===== src/rtl/obi_2_axi_mo.sv =====
// obi_2_axi_mo: single-clock OBI-to-AXI4 bridge with in-order responses.
// Each OBI request becomes a single-beat AXI transaction. Reads and writes are
// never mixed in flight, so same-ID ordering is enough to return responses in
// request order.

package obi_2_axi_mo_pkg;
    typedef struct packed {
        logic [3:0]  id;
        logic [31:0] addr;
        logic [7:0]  len;
        logic [2:0]  size;
        logic [1:0]  burst;
        logic        lock;
        logic [3:0]  cache;
        logic [2:0]  prot;
        logic [3:0]  qos;
        logic [3:0]  region;
    } axi_ax_t;

    typedef struct packed {
        logic [31:0] data;
        logic [3:0]  strb;
        logic        last;
    } axi_w_t;

    typedef struct packed {
        logic [3:0] id;
        logic [1:0] resp;
    } axi_b_t;

    typedef struct packed {
        logic [3:0]  id;
        logic [31:0] data;
        logic [1:0]  resp;
        logic        last;
    } axi_r_t;

    typedef struct packed {
        axi_ax_t aw;
        logic    aw_valid;
        axi_w_t  w;
        logic    w_valid;
        logic    b_ready;
        axi_ax_t ar;
        logic    ar_valid;
        logic    r_ready;
    } axi_req_t;

    typedef struct packed {
        logic   aw_ready;
        logic   ar_ready;
        logic   w_ready;
        logic   b_valid;
        axi_b_t b;
        logic   r_valid;
        axi_r_t r;
    } axi_resp_t;
endpackage

module obi_2_axi_mo #(
    parameter int unsigned ADDRW           = 32,
    parameter int unsigned DATAW           = 32,
    parameter int unsigned STRBW           = DATAW / 8,
    parameter int unsigned MAX_OUTSTANDING = 4,
    parameter logic [3:0]  AXI_ID          = 4'd0,
    parameter type         axi_req_t       = obi_2_axi_mo_pkg::axi_req_t,
    parameter type         axi_resp_t      = obi_2_axi_mo_pkg::axi_resp_t
) (
    input  logic             clk_i,
    input  logic             rst_i,
    input  logic             req_i,
    output logic             gnt_o,
    input  logic [ADDRW-1:0] addr_i,
    input  logic             we_i,
    input  logic [STRBW-1:0] be_i,
    input  logic [DATAW-1:0] wdata_i,
    output logic             rvalid_o,
    output logic [DATAW-1:0] rdata_o,
    output logic             err_o,
    output logic             spurious_o,
    output axi_req_t         axi_req_o,
    input  axi_resp_t        axi_resp_i
);
    localparam int unsigned     CNTW    = $clog2(MAX_OUTSTANDING + 1);
    localparam logic [CNTW-1:0] CNT_MAX = CNTW'(MAX_OUTSTANDING);

    logic [CNTW-1:0]  cnt;
    logic             cur_we;
    logic             pend_valid, pend_we;
    logic [ADDRW-1:0] pend_addr;
    logic [STRBW-1:0] pend_be;
    logic [DATAW-1:0] pend_wdata;
    logic             aw_done, w_done, ar_done;
    logic             rvalid_q, err_q, spurious_q;
    logic [DATAW-1:0] rdata_q;

    logic aw_valid, w_valid, ar_valid;
    logic aw_hs, w_hs, ar_hs, b_hs, r_hs;
    logic exp_b, exp_r, resp_now, spurious_now;
    logic pend_done_now, type_ok, accept;
    logic unused_resp;

    assign aw_valid = pend_valid & pend_we & ~aw_done;
    assign w_valid  = pend_valid & pend_we & ~w_done;
    assign ar_valid = pend_valid & ~pend_we & ~ar_done;

    assign aw_hs = aw_valid & axi_resp_i.aw_ready;
    assign w_hs  = w_valid & axi_resp_i.w_ready;
    assign ar_hs = ar_valid & axi_resp_i.ar_ready;
    assign b_hs  = ~rst_i & axi_resp_i.b_valid;
    assign r_hs  = ~rst_i & axi_resp_i.r_valid;

    assign exp_b        = b_hs & (cnt != '0) & cur_we;
    assign exp_r        = r_hs & (cnt != '0) & ~cur_we;
    assign resp_now     = exp_b | exp_r;
    assign spurious_now = (b_hs & ~exp_b) | (r_hs & ~exp_r);

    assign pend_done_now = pend_valid & (pend_we ? ((aw_done | aw_hs) & (w_done | w_hs))
                                                 : (ar_done | ar_hs));

    // A type switch is allowed in the very cycle the last old-type response lands.
    assign type_ok = (cnt == '0) | (we_i == cur_we) | ((cnt == CNTW'(1)) & resp_now);
    assign gnt_o   = ~rst_i & req_i & ((cnt < CNT_MAX) | resp_now)
                   & (~pend_valid | pend_done_now) & type_ok;
    assign accept  = gnt_o;

    assign unused_resp = ^{axi_resp_i.b.id, axi_resp_i.r.id, axi_resp_i.r.last};

    // Drive AXI request channels from the pending entry.
    always_comb begin
        axi_req_o          = '0;
        axi_req_o.aw.id    = AXI_ID;
        axi_req_o.aw.addr  = pend_addr;
        axi_req_o.aw.len   = 8'd0;
        axi_req_o.aw.size  = 3'($clog2(STRBW));
        axi_req_o.aw.burst = 2'b01;
        axi_req_o.aw_valid = aw_valid;
        axi_req_o.w.data   = pend_wdata;
        axi_req_o.w.strb   = pend_be;
        axi_req_o.w.last   = 1'b1;
        axi_req_o.w_valid  = w_valid;
        axi_req_o.ar.id    = AXI_ID;
        axi_req_o.ar.addr  = pend_addr;
        axi_req_o.ar.len   = 8'd0;
        axi_req_o.ar.size  = 3'($clog2(STRBW));
        axi_req_o.ar.burst = 2'b01;
        axi_req_o.ar_valid = ar_valid;
        axi_req_o.b_ready  = ~rst_i;
        axi_req_o.r_ready  = ~rst_i;
    end

    // Pending entry: load on accept, track per-channel handshakes, clear when all done.
    always_ff @(posedge clk_i) begin
        if (rst_i) begin
            pend_valid <= 1'b0;
            pend_we    <= 1'b0;
            pend_addr  <= '0;
            pend_be    <= '0;
            pend_wdata <= '0;
            aw_done    <= 1'b0;
            w_done     <= 1'b0;
            ar_done    <= 1'b0;
        end else if (accept) begin
            pend_valid <= 1'b1;
            pend_we    <= we_i;
            pend_addr  <= addr_i;
            pend_be    <= be_i;
            pend_wdata <= wdata_i;
            aw_done    <= 1'b0;
            w_done     <= 1'b0;
            ar_done    <= 1'b0;
        end else if (pend_done_now) begin
            pend_valid <= 1'b0;
            aw_done    <= 1'b0;
            w_done     <= 1'b0;
            ar_done    <= 1'b0;
        end else begin
            aw_done <= aw_done | aw_hs;
            w_done  <= w_done | w_hs;
            ar_done <= ar_done | ar_hs;
        end
    end

    // Outstanding count and the type of the transactions in flight.
    always_ff @(posedge clk_i) begin
        if (rst_i) begin
            cnt    <= '0;
            cur_we <= 1'b0;
        end else begin
            if (accept && !resp_now) begin
                cnt <= cnt + CNTW'(1);
            end else if (!accept && resp_now) begin
                cnt <= cnt - CNTW'(1);
            end
            if (accept) begin
                cur_we <= we_i;
            end
        end
    end

    // Registered OBI response and spurious-response pulse.
    always_ff @(posedge clk_i) begin
        if (rst_i) begin
            rvalid_q   <= 1'b0;
            err_q      <= 1'b0;
            rdata_q    <= '0;
            spurious_q <= 1'b0;
        end else begin
            rvalid_q   <= resp_now;
            spurious_q <= spurious_now;
            err_q      <= resp_now & (exp_b ? axi_resp_i.b.resp[1] : axi_resp_i.r.resp[1]);
            if (resp_now) begin
                rdata_q <= exp_b ? '0 : axi_resp_i.r.data;
            end
        end
    end

    assign rvalid_o   = rvalid_q;
    assign err_o      = err_q;
    assign rdata_o    = rdata_q;
    assign spurious_o = spurious_q;

endmodule


===== config.mk =====
export PLATFORM = sky130hd
export DESIGN_NAME = obi_2_axi_mo
export DESIGN_NICKNAME = d
export VERILOG_FILES = /design/src/rtl/obi_2_axi_mo.sv
export SDC_FILE = /design/constraint.sdc
export NUM_CORES = 1
export LEC_CHECK = 0
export CORE_MARGIN = 5
export CORE_UTILIZATION = 35
export CTS_BUF_LIST = sky130_fd_sc_hd__clkbuf_8
export DETAILED_ROUTE_END_ITERATION = 16
export PLACE_DENSITY = 0.92
export SLEW_MARGIN = 10
export SYNTH_ARGS = -nofsm -noshare
export SYNTH_HDL_FRONTEND = slang
export SYNTH_SLANG_ARGS = --single-unit

===== constraint.sdc =====
create_clock -name clk_i -period 2.5 [get_ports clk_i]
set_clock_uncertainty 0.05 [all_clocks]
set_input_delay 0.5 -clock clk_i [delete_from_list [all_inputs] [get_ports clk_i]]
set_output_delay 0.5 -clock clk_i [all_outputs]
set_load 0.005 [all_outputs]

# ---- After elaboration in Yosys (flattened, before gate mapping)
# Index checks and enable logic that the tools add are counted.
dict set report classes {
  addsub 2
  magnitude_cmp 1
  eq_ne 2
  muxes 7
  bitwise 41
  n_reduce_logical 9
}
# cell count
set op_table {}
lappend op_table {{32-bit two-way mux} 1}
lappend op_table {{1-bit bitwise AND} 24}
lappend op_table {{1-bit bitwise OR} 9}
lappend op_table {{1-bit NOT} 8}
lappend op_table {{3-bit two-way mux} 2}
lappend op_table {{1-bit two-way mux} 4}
lappend op_table {{2-bit nonzero test} 2}
lappend op_table {{3-bit by 1-bit adder with 3-bit output (second input constant)} 1}
lappend op_table {{3-bit by 1-bit == test with 1-bit output (second input constant)} 1}
lappend op_table {{3-bit zero test} 1}
lappend op_table {{3-bit less-than comparator (second input constant)} 1}
lappend op_table {{3-bit nonzero test} 1}
lappend op_table {{3-bit OR reduction} 1}
lappend op_table {{3-bit by 1-bit subtractor with 3-bit output (second input constant)} 1}
lappend op_table {{1-bit logical AND} 2}
lappend op_table {{1-bit zero test} 2}
lappend op_table {{1-bit == test} 1}
dict set report word_totals {
  ff_bits 111
  inputBits 122
  wordCells 75
}

# ---- Logic depth before layout (Yosys ltp)
# Gate-level depths: netlist of the first run.
dict set report depth {
  depth_word 14
  mapped_depth 13
  mapped_depth_nobuf 11
}

# ---- Worst setup path before layout of the first run
# Ideal clock, no wire load.
dict set report synth_path {
  path_kind {flip-flop to flip-flop}
  start {reg cnt[0]}
  end {reg cnt[2]}
  setup_ps 70
  t_arrival_ps 2527
  t_required_ps 2380
  slack_ps -147
  stages_incl_launch_ff 12
  synth_period_minus_slack_ps 2647
  path_cell_list {dfxtp_1 -> inv_1 -> ha_1 -> and2b_4 -> a2111oi_4 -> o211a_4 -> buf_12 -> buf_12 -> and2_1 -> ha_1 -> or3_1 -> a21oi_1}
}
dict set report synth_via {
  elab_chain_cells 11
  word_cells_on_any_way 25
}
# item line
set synth_lines {}
lappend synth_lines {{from (decl)} 87} ;# logic [CNTW-1:0] cnt;
lappend synth_lines {{from (signal assigned)} 191} ;# cnt <= cnt + CNTW'(1);
lappend synth_lines {{from (signal assigned)} 193} ;# cnt <= cnt - CNTW'(1);
lappend synth_lines {{3-bit nonzero test} {113, 114}}
lappend synth_lines {{1-bit bitwise AND, on equally long branches (2 in series)} {113, 114}}
lappend synth_lines {{1-bit bitwise OR} 115} ;# assign resp_now = exp_b | exp_r;
lappend synth_lines {{1-bit bitwise OR} 123} ;# assign gnt_o = ~rst_i & req_i & ((cnt < CNT_MAX) | resp_now)
lappend synth_lines {{1-bit bitwise AND} 123}
lappend synth_lines {{1-bit bitwise AND} 124} ;# & (~pend_valid | pend_done_now) & type_ok;
lappend synth_lines {{1-bit bitwise AND (*)} 124}
lappend synth_lines {{net gnt_o} 72} ;# output logic gnt_o,
lappend synth_lines {{1-bit zero test} 192} ;# end else if (!accept && resp_now) begin
lappend synth_lines {{1-bit logical AND} 192}
lappend synth_lines {{2-bit nonzero test (no line)} -}
# Mark *: on every way through the listed nets, which the timed path passes. The rest lies on a longest branch. The select of a mux whose other input is x is not followed.
# A chain may end at the register's enable or synchronous reset.

# ---- Final worst setup path of the first run
dict set report layout_path {
  start {reg cur_we}
  end {out gnt_o}
}
dict set report layout_via {
  elab_chain_cells 10
  word_cells_on_any_way 27
}
# item line
set layout_lines {}
lappend layout_lines {{from (decl)} 88} ;# logic cur_we;
lappend layout_lines {{from (signal assigned)} 196} ;# cur_we <= we_i;
lappend layout_lines {{1-bit bitwise AND / 1-bit NOT (equally long branches)} -}
lappend layout_lines {{1-bit bitwise AND, on equally long branches (2 in series)} -}
lappend layout_lines {{1-bit bitwise OR / 1-bit bitwise AND (equally long branches)} -}
lappend layout_lines {{1-bit bitwise AND / 1-bit bitwise OR (equally long branches)} -}
lappend layout_lines {{1-bit two-way mux} -}
lappend layout_lines {{1-bit bitwise AND} -}
lappend layout_lines {{1-bit bitwise OR} -}
lappend layout_lines {{1-bit bitwise AND} 124}
lappend layout_lines {{1-bit bitwise AND (*)} 124}
lappend layout_lines {{to (decl)} 72}
# Every way passes the cells marked *; elsewhere a longest branch is shown, timed or not.

==> run_results.csv, run 1 <==
group,metric,value,unit
logic_synthesis,async_flop_share,0,
route,drt_iter0_markers,123,
logic_synthesis,synth_cell_types,35,
flow_run,max_cap_violations,0,
clock_tree,cts_buffers,9,
final_layout,final_cell_mix,"clkdlybuf4s50_1 (247), nand2_1 (205), dfxtp_1 (108), mux2i_1 (70), conb_1 (67)",
critical_path,reg2reg_depth,7,
critical_path,cp-start-kind,"register",
critical_path,cp.required,1950,ps
sta,finalWorstSetupSlack,107,ps
clock_tree,htree_levels,3,
sta,fmax,418,MHz
critical_path,cp_slowest_cell,"a2111oi_4",
critical_path,r2r_slack,130,ps
final_layout,final_layout_size_suffix_gt1_frac,0.0646,
logic_synthesis,syn_area,5300,um^2
logic_synthesis,synth_edf_count,0,
route,routed_wl,13.7,mm
floorplan,coreArea,15000,um^2
critical_path,startpoint,"cur_we",
final_layout,diodes,0,
route,vias,4403,
floorplan,fp-row-count,45,
power,p_comb_frac,0.432,
power,pwr_density_cell,805,nW/um^2
final_layout,multiInputGateArea,2300,um^2
logic_synthesis,ys.flop_type,"dfxtp_1",
logic_synthesis,ys_top_cells_by_area,"dfxtp_1 (42%), buf_4 (15%), nand2_1 (15%), mux2i_1 (13%), a21oi_1 (3.6%)",
sta,setup_viol,0,
logic_synthesis,ys_seq_area_frac,0.419,
critical_path,reg2reg_to,"pend_wdata[5]",
global_routing,grt_pass1_vias,4220,
logic_synthesis,synth_area_per_cell,8.69,um^2
clock_tree,cts_tree,"yes",
critical_path,cpLargestDelayFamily,"compound AO/OA/AOI/OAI gates",
placement,numPortBuffers,251,
final_layout,layout_commonest_cell,"clkdlybuf4s50_1",
route,drc,0,
route,dr.pass1.iters,4,
critical_path,reg2reg_from,"cur_we",
final_layout,layout.area.seq,2230,um^2
global_routing,grtUsageTotal,0.145,
placement,detailedPlace.worstSlack,-398,ps
power,switching_share,0.321,
sta,slew_violations,0,
sta,fin_hold_ws,409,ps
floorplan,die_width,133,um
critical_path,worst-path-stages,5,
route,vias_per_cell,4.37,
placement,placed_area,7430,um^2
logic_synthesis,yosys.area.top_type,"dfxtp_1",
logic_synthesis,synth_cells,610,
clock_tree,cts.path.max_buffers,2,
critical_path,cp.arrival,1840,ps
sta,tightest_slew,641,ps
power,switchingPower,1970,uW
clock_tree,cts_root_buf,"clkbuf_8",
power,vdd_drop_max,0.000509,V
clock_tree,cts_sinks,111,
placement,gp_congestion,0.770,
placement,dp_hpwl,10.6,mm
route,wire_per_inst,13.6,um
clock_tree,path_clk_slew,100,ps
final_layout,final_area,7640,um^2
global_routing,grt_max_degree,71,
floorplan,ios,330,
logic_synthesis,synth_warnings,0,
final_layout,nets,942,
logic_synthesis,ys_ff_latch,111,
critical_path,endpoint,"gnt_o",
sta,grt_setup_unrepaired,"false",
final_layout,syn2layout_area_growth,44.2,%
logic_synthesis,synth_top_area_frac,0.419,
power,pwr-share-clk,0.180,
final_layout,num-fill-cells,1374,
final_layout,final_util,0.508,
power,power_leakage,0.00303,uW
power,seqPwrFrac,0.388,
floorplan,dieArea,17700,um^2
power,report.power.total,6150,uW
sta,slew_headroom,0.573,
global_routing,antenna_found_initial,0,
sta,period_needed,2390,ps
floorplan,initial_core_util,0.353,
critical_path,worstSetupEndpointType,"output pin",
critical_path,slowest_delay,410,ps
run_status,status,"finished clean",
clock_tree,clk_latency,370,ps
power,internal_power,4180,uW
min_path,min_path_type,"register to register",
route,final_antenna_net_count,0,
global_routing,grt_pass1_wl,20.8,mm
sta,finalCritPeriodShare,0.957,
floorplan,die_h,133,um
sta,finalHoldViolCount,0,
global_routing,grt-ovfl-total,0,
critical_path,path_class,"register to output pin",
critical_path,cp_num_buf_inv,1,
critical_path,worst-path-max-fanout,5,
critical_path,crit_chain,"xor2_2 > a2111oi_4 > o211a_4 > and2_4 > buf_2",
==> power groups by stage <==
| stage | Clock (uW) | Sequential [uW] | Combinational (uW) |
|---|---|---|---|
| 3_3_place_gp | 0 | 2400 | 2620 |
| 3_5_place_dp | 0 | 2430 | 2680 |
| 4_1_cts | 1160 | 2390 | 2700 |
| 5_1_grt | 1230 | 2440 | 2860 |
| 6_report | 1110 | 2390 | 2660 |
| 2_1_floorplan | 0 | 2430 | 1660 |
==> sequential cells by signal (all words and copies together) (netlist names), 3 cells and up <==
signal	cells
cnt	3
pend_wdata	32
rdata_o	32
pend_be	4
pend_addr	32
==> logic make-up (layout without fill, tap and decap cells) <==
family | after synthesis | count (layout) | synth area share
mux | 71 | 71 | 0.135
compound gates | 50 | 50 | 0.0576
fa+ha+maj | 5 | 5 | 0.0118
buf+inv | 143 | 288 | 0.201
xor+xnor | 3 | 3 | 0.00496
flops | 111 | 111 | 0.419
simple gates | 225 | 225 | 0.170
other cells | 2 | 67 | 0.00142
==> Yosys cell counts, types with 2 or more instances <==
cell type and count:
nand2_1 205, dfxtp_1 111, buf_4 103, mux2i_1 70
a21oi_1 38, clkbuf_1 24, buf_12 8, nor2_1 6
ha_1 5, inv_1 4, nor3_2 4, xor2_1 3
a31oi_1 2, buf_2 2, conb_1 2, o21ai_0 2
o21ai_1 2, or3_1 2
==> per-layer routing <==
metal	track usage	vias up	share of wire
li1	-	2192	-
met1	0.151	2023	0.38
met2	0.266	175	0.52
met3	0.0597	13	0.091
met4	0.0398	0	0.014
met5	0	-	0
==> tightest hold or removal path: stages, from the launching register on <==
cell and delay [ps]:
dfxtp_1 320, nand2_1 50, a21oi_1 50
==> per-stage QoR <==
step / TNS, ps / cells
final: 0 / 1008
after detailed placement: -12980 / 991
after floorplan: 0 / 675
after global placement: -10400 / 991
after global routing: 0 / 1008
after CTS: 0 / 1008
==> worst min-delay path by stage <==
stage,end,cells after the start,slack [ps],from
detailed placement,rdata_o[16],2,400,rdata_o[16]
global placement,rdata_o[3],2,390,rdata_o[3]
finish,rdata_o[19],2,410,rdata_o[19]
floorplan,pend_be[0],2,400,pend_be[0]
global route,pend_wdata[28],2,430,pend_wdata[28]
CTS,rdata_o[16],2,410,rdata_o[16]
==> cell type report <==
type                    count  area share
clock inverters             7     0.00949
inverters                   5     0.00278
multi-input cells         421       0.301
well taps                 188      0.0308
flip-flops and latches    111       0.291
repair buffers            267       0.348
clock buffers               9      0.0162
==> timing repair <==
action                     in CTS  in global routing
pin swaps                       2                  1
setup buffers                   1                  0
hold buffers                    0                  0
resized for setup              11                  0
setup endpoints to repair       1                  1
Power figures use the tool's default switching activity.
==> run 2: changes to the inputs <==
- CORE_AREA: default -> 5 5 124 126
- CORE_MARGIN: 5 -> default
- CORE_UTILIZATION: 35 -> default
- DIE_AREA: default -> 0 0 129 131
- PLACE_DENSITY: 0.92 -> 0.94
- clock period: 2.5 -> 3 ns (I/O delays scaled with it)
==> run_results.csv, run 2 (synthesis results as in run 1) <==
group,metric,value,unit
run_status,status,"finished clean",
route,drt_iter0_markers,127,
critical_path,path_class,"register to output pin",
final_layout,final_cell_mix,"clkdlybuf4s50_1 (249), nand2_1 (205), dfxtp_1 (108), mux2i_1 (70), conb_1 (67)",
floorplan,die_width,129,um
sta,finalCritPeriodShare,0.911,
critical_path,cp.arrival,2080,ps
flow_run,max_cap_violations,0,
clock_tree,cts_buffers,9,
global_routing,grtUsageTotal,0.152,
final_layout,syn2layout_area_growth,43.3,%
clock_tree,path_clk_slew,110,ps
clock_tree,cts_tree,"yes",
critical_path,cp-start-kind,"register",
final_layout,diodes,0,
global_routing,globalRoute.busiestLayer,"met2",
route,vias_per_cell,4.43,
route,final_antenna_net_count,0,
route,routed_wl,13.9,mm
sta,grt_setup_unrepaired,"false",
final_layout,num-fill-cells,1213,
sta,fmax,366,MHz
route,wire_per_inst,13.8,um
route,vias,4445,
final_layout,layout_commonest_cell,"clkdlybuf4s50_1",
global_routing,grt_pass1_wl,20.4,mm
placement,gp_congestion,0.742,
critical_path,cp.required,2350,ps
global_routing,antenna_found_initial,0,
sta,slew_headroom,0.549,
placement,detailedPlace.worstSlack,-119,ps
sta,setup_viol,0,
route,drc,0,
global_routing,grt_max_degree,51,
clock_tree,postCtsHoldBufs,0,
global_routing,grt_pass1_vias,4144,
floorplan,dieArea,16900,um^2
clock_tree,clk_latency,370,ps
clock_tree,htree_levels,3,
floorplan,ios,330,
power,power_leakage,0.00302,uW
floorplan,fp-row-count,44,
sta,period_needed,2730,ps
clock_tree,cts_sinks,111,
critical_path,worst-path-max-fanout,7,
final_layout,final_util,0.535,
placement,dp.cells,986,
sta,finalHoldViolCount,0,
sta,finalWorstSetupSlack,266,ps
critical_path,worstSetupEndpointType,"output pin",
route,dr.pass1.iters,4,
floorplan,coreArea,14200,um^2
floorplan,die_h,131,um
clock_tree,cts_root_buf,"clkbuf_8",
power,vdd_drop_max,0.000345,V
power,pwr_density_cell,671,nW/um^2
final_layout,fin_cells,1004,
floorplan,initial_core_util,0.373,
sta,tightest_slew,677,ps
min_path,min_path_type,"register to register",
sta,slew_violations,0,
placement,dp_hpwl,10.9,mm
global_routing,met3_usage,0.0541,
final_layout,nets,942,
final_layout,final_layout_size_suffix_gt1_frac,0.0585,
global_routing,use_met2,0.269,
global_routing,grt-ovfl-total,0,
clock_tree,cts.path.max_buffers,2,
placement,numPortBuffers,251,
global_routing,grt_util_met1,0.165,
run 2: cell type report:
type,instances,area (um^2),share of cell area
timing repair buffer,267,2630,0.346
multi-input combinational,421,2280,0.300
sequential,111,2230,0.293
tap,184,230,0.0303
clock buffer,10,138,0.0181
clock inverter,6,75.1,0.00988
inverter,5,21.3,0.00280
run 2: stage by stage:
stage / power [uW] / instance area [um^2] / TNS (ps) / hold slack [ps]
global placement: 4110 / 7360 / -81.5 / 390
floorplan: 3380 / 5550 / 0 / 401
finish: 5100 / 7600 / 0 / 410
detailed placement: 4170 / 7360 / -161 / 398
CTS: 5160 / 7600 / 0 / 413
global route: 5430 / 7600 / 0 / 424
run 2: worst paths after layout:
path                     end  depth (start not counted)        from  slack [ps]
setup / recovery       gnt_o                          7      cnt[1]         270
hold / removal    rdata_o[9]                          2  rdata_o[9]         410
setup reg to reg      cnt[2]                         11      cnt[1]         560
hold reg to reg   rdata_o[9]                          2  rdata_o[9]         410
run 2: repair_timing:
action                     4_1_cts  5_1_grt
setup endpoints to repair        1        0
buffers inserted                 2        0
gates resized for setup          6        0
run 2: worst max-delay path, stage by stage (launching register included):
cell	delay, ps
dfxtp_2	350
inv_1	70
ha_1	190
and2b_4	210
a2111oi_4	320
o211a_4	190
and2_1	130
dlygate4sd2_1	240
run 2: report_power, final:
group / internal, uW / switching (uW) / total (uW) / leakage, uW
clock: 423 / 545 / 968 / 0.000105
combinational: 1240 / 893 / 2140 / 0.00200
sequential: 1790 / 203 / 1990 / 0.000909
total: 3450 / 1640 / 5100 / 0.00302
run 2: per-layer routing:
layer | vias to the layer above | part of all wire
li1 | 2188 | -
met1 | 2028 | 0.37
met2 | 213 | 0.50
met3 | 16 | 0.11
met4 | 0 | 0.020
met5 | - | 0
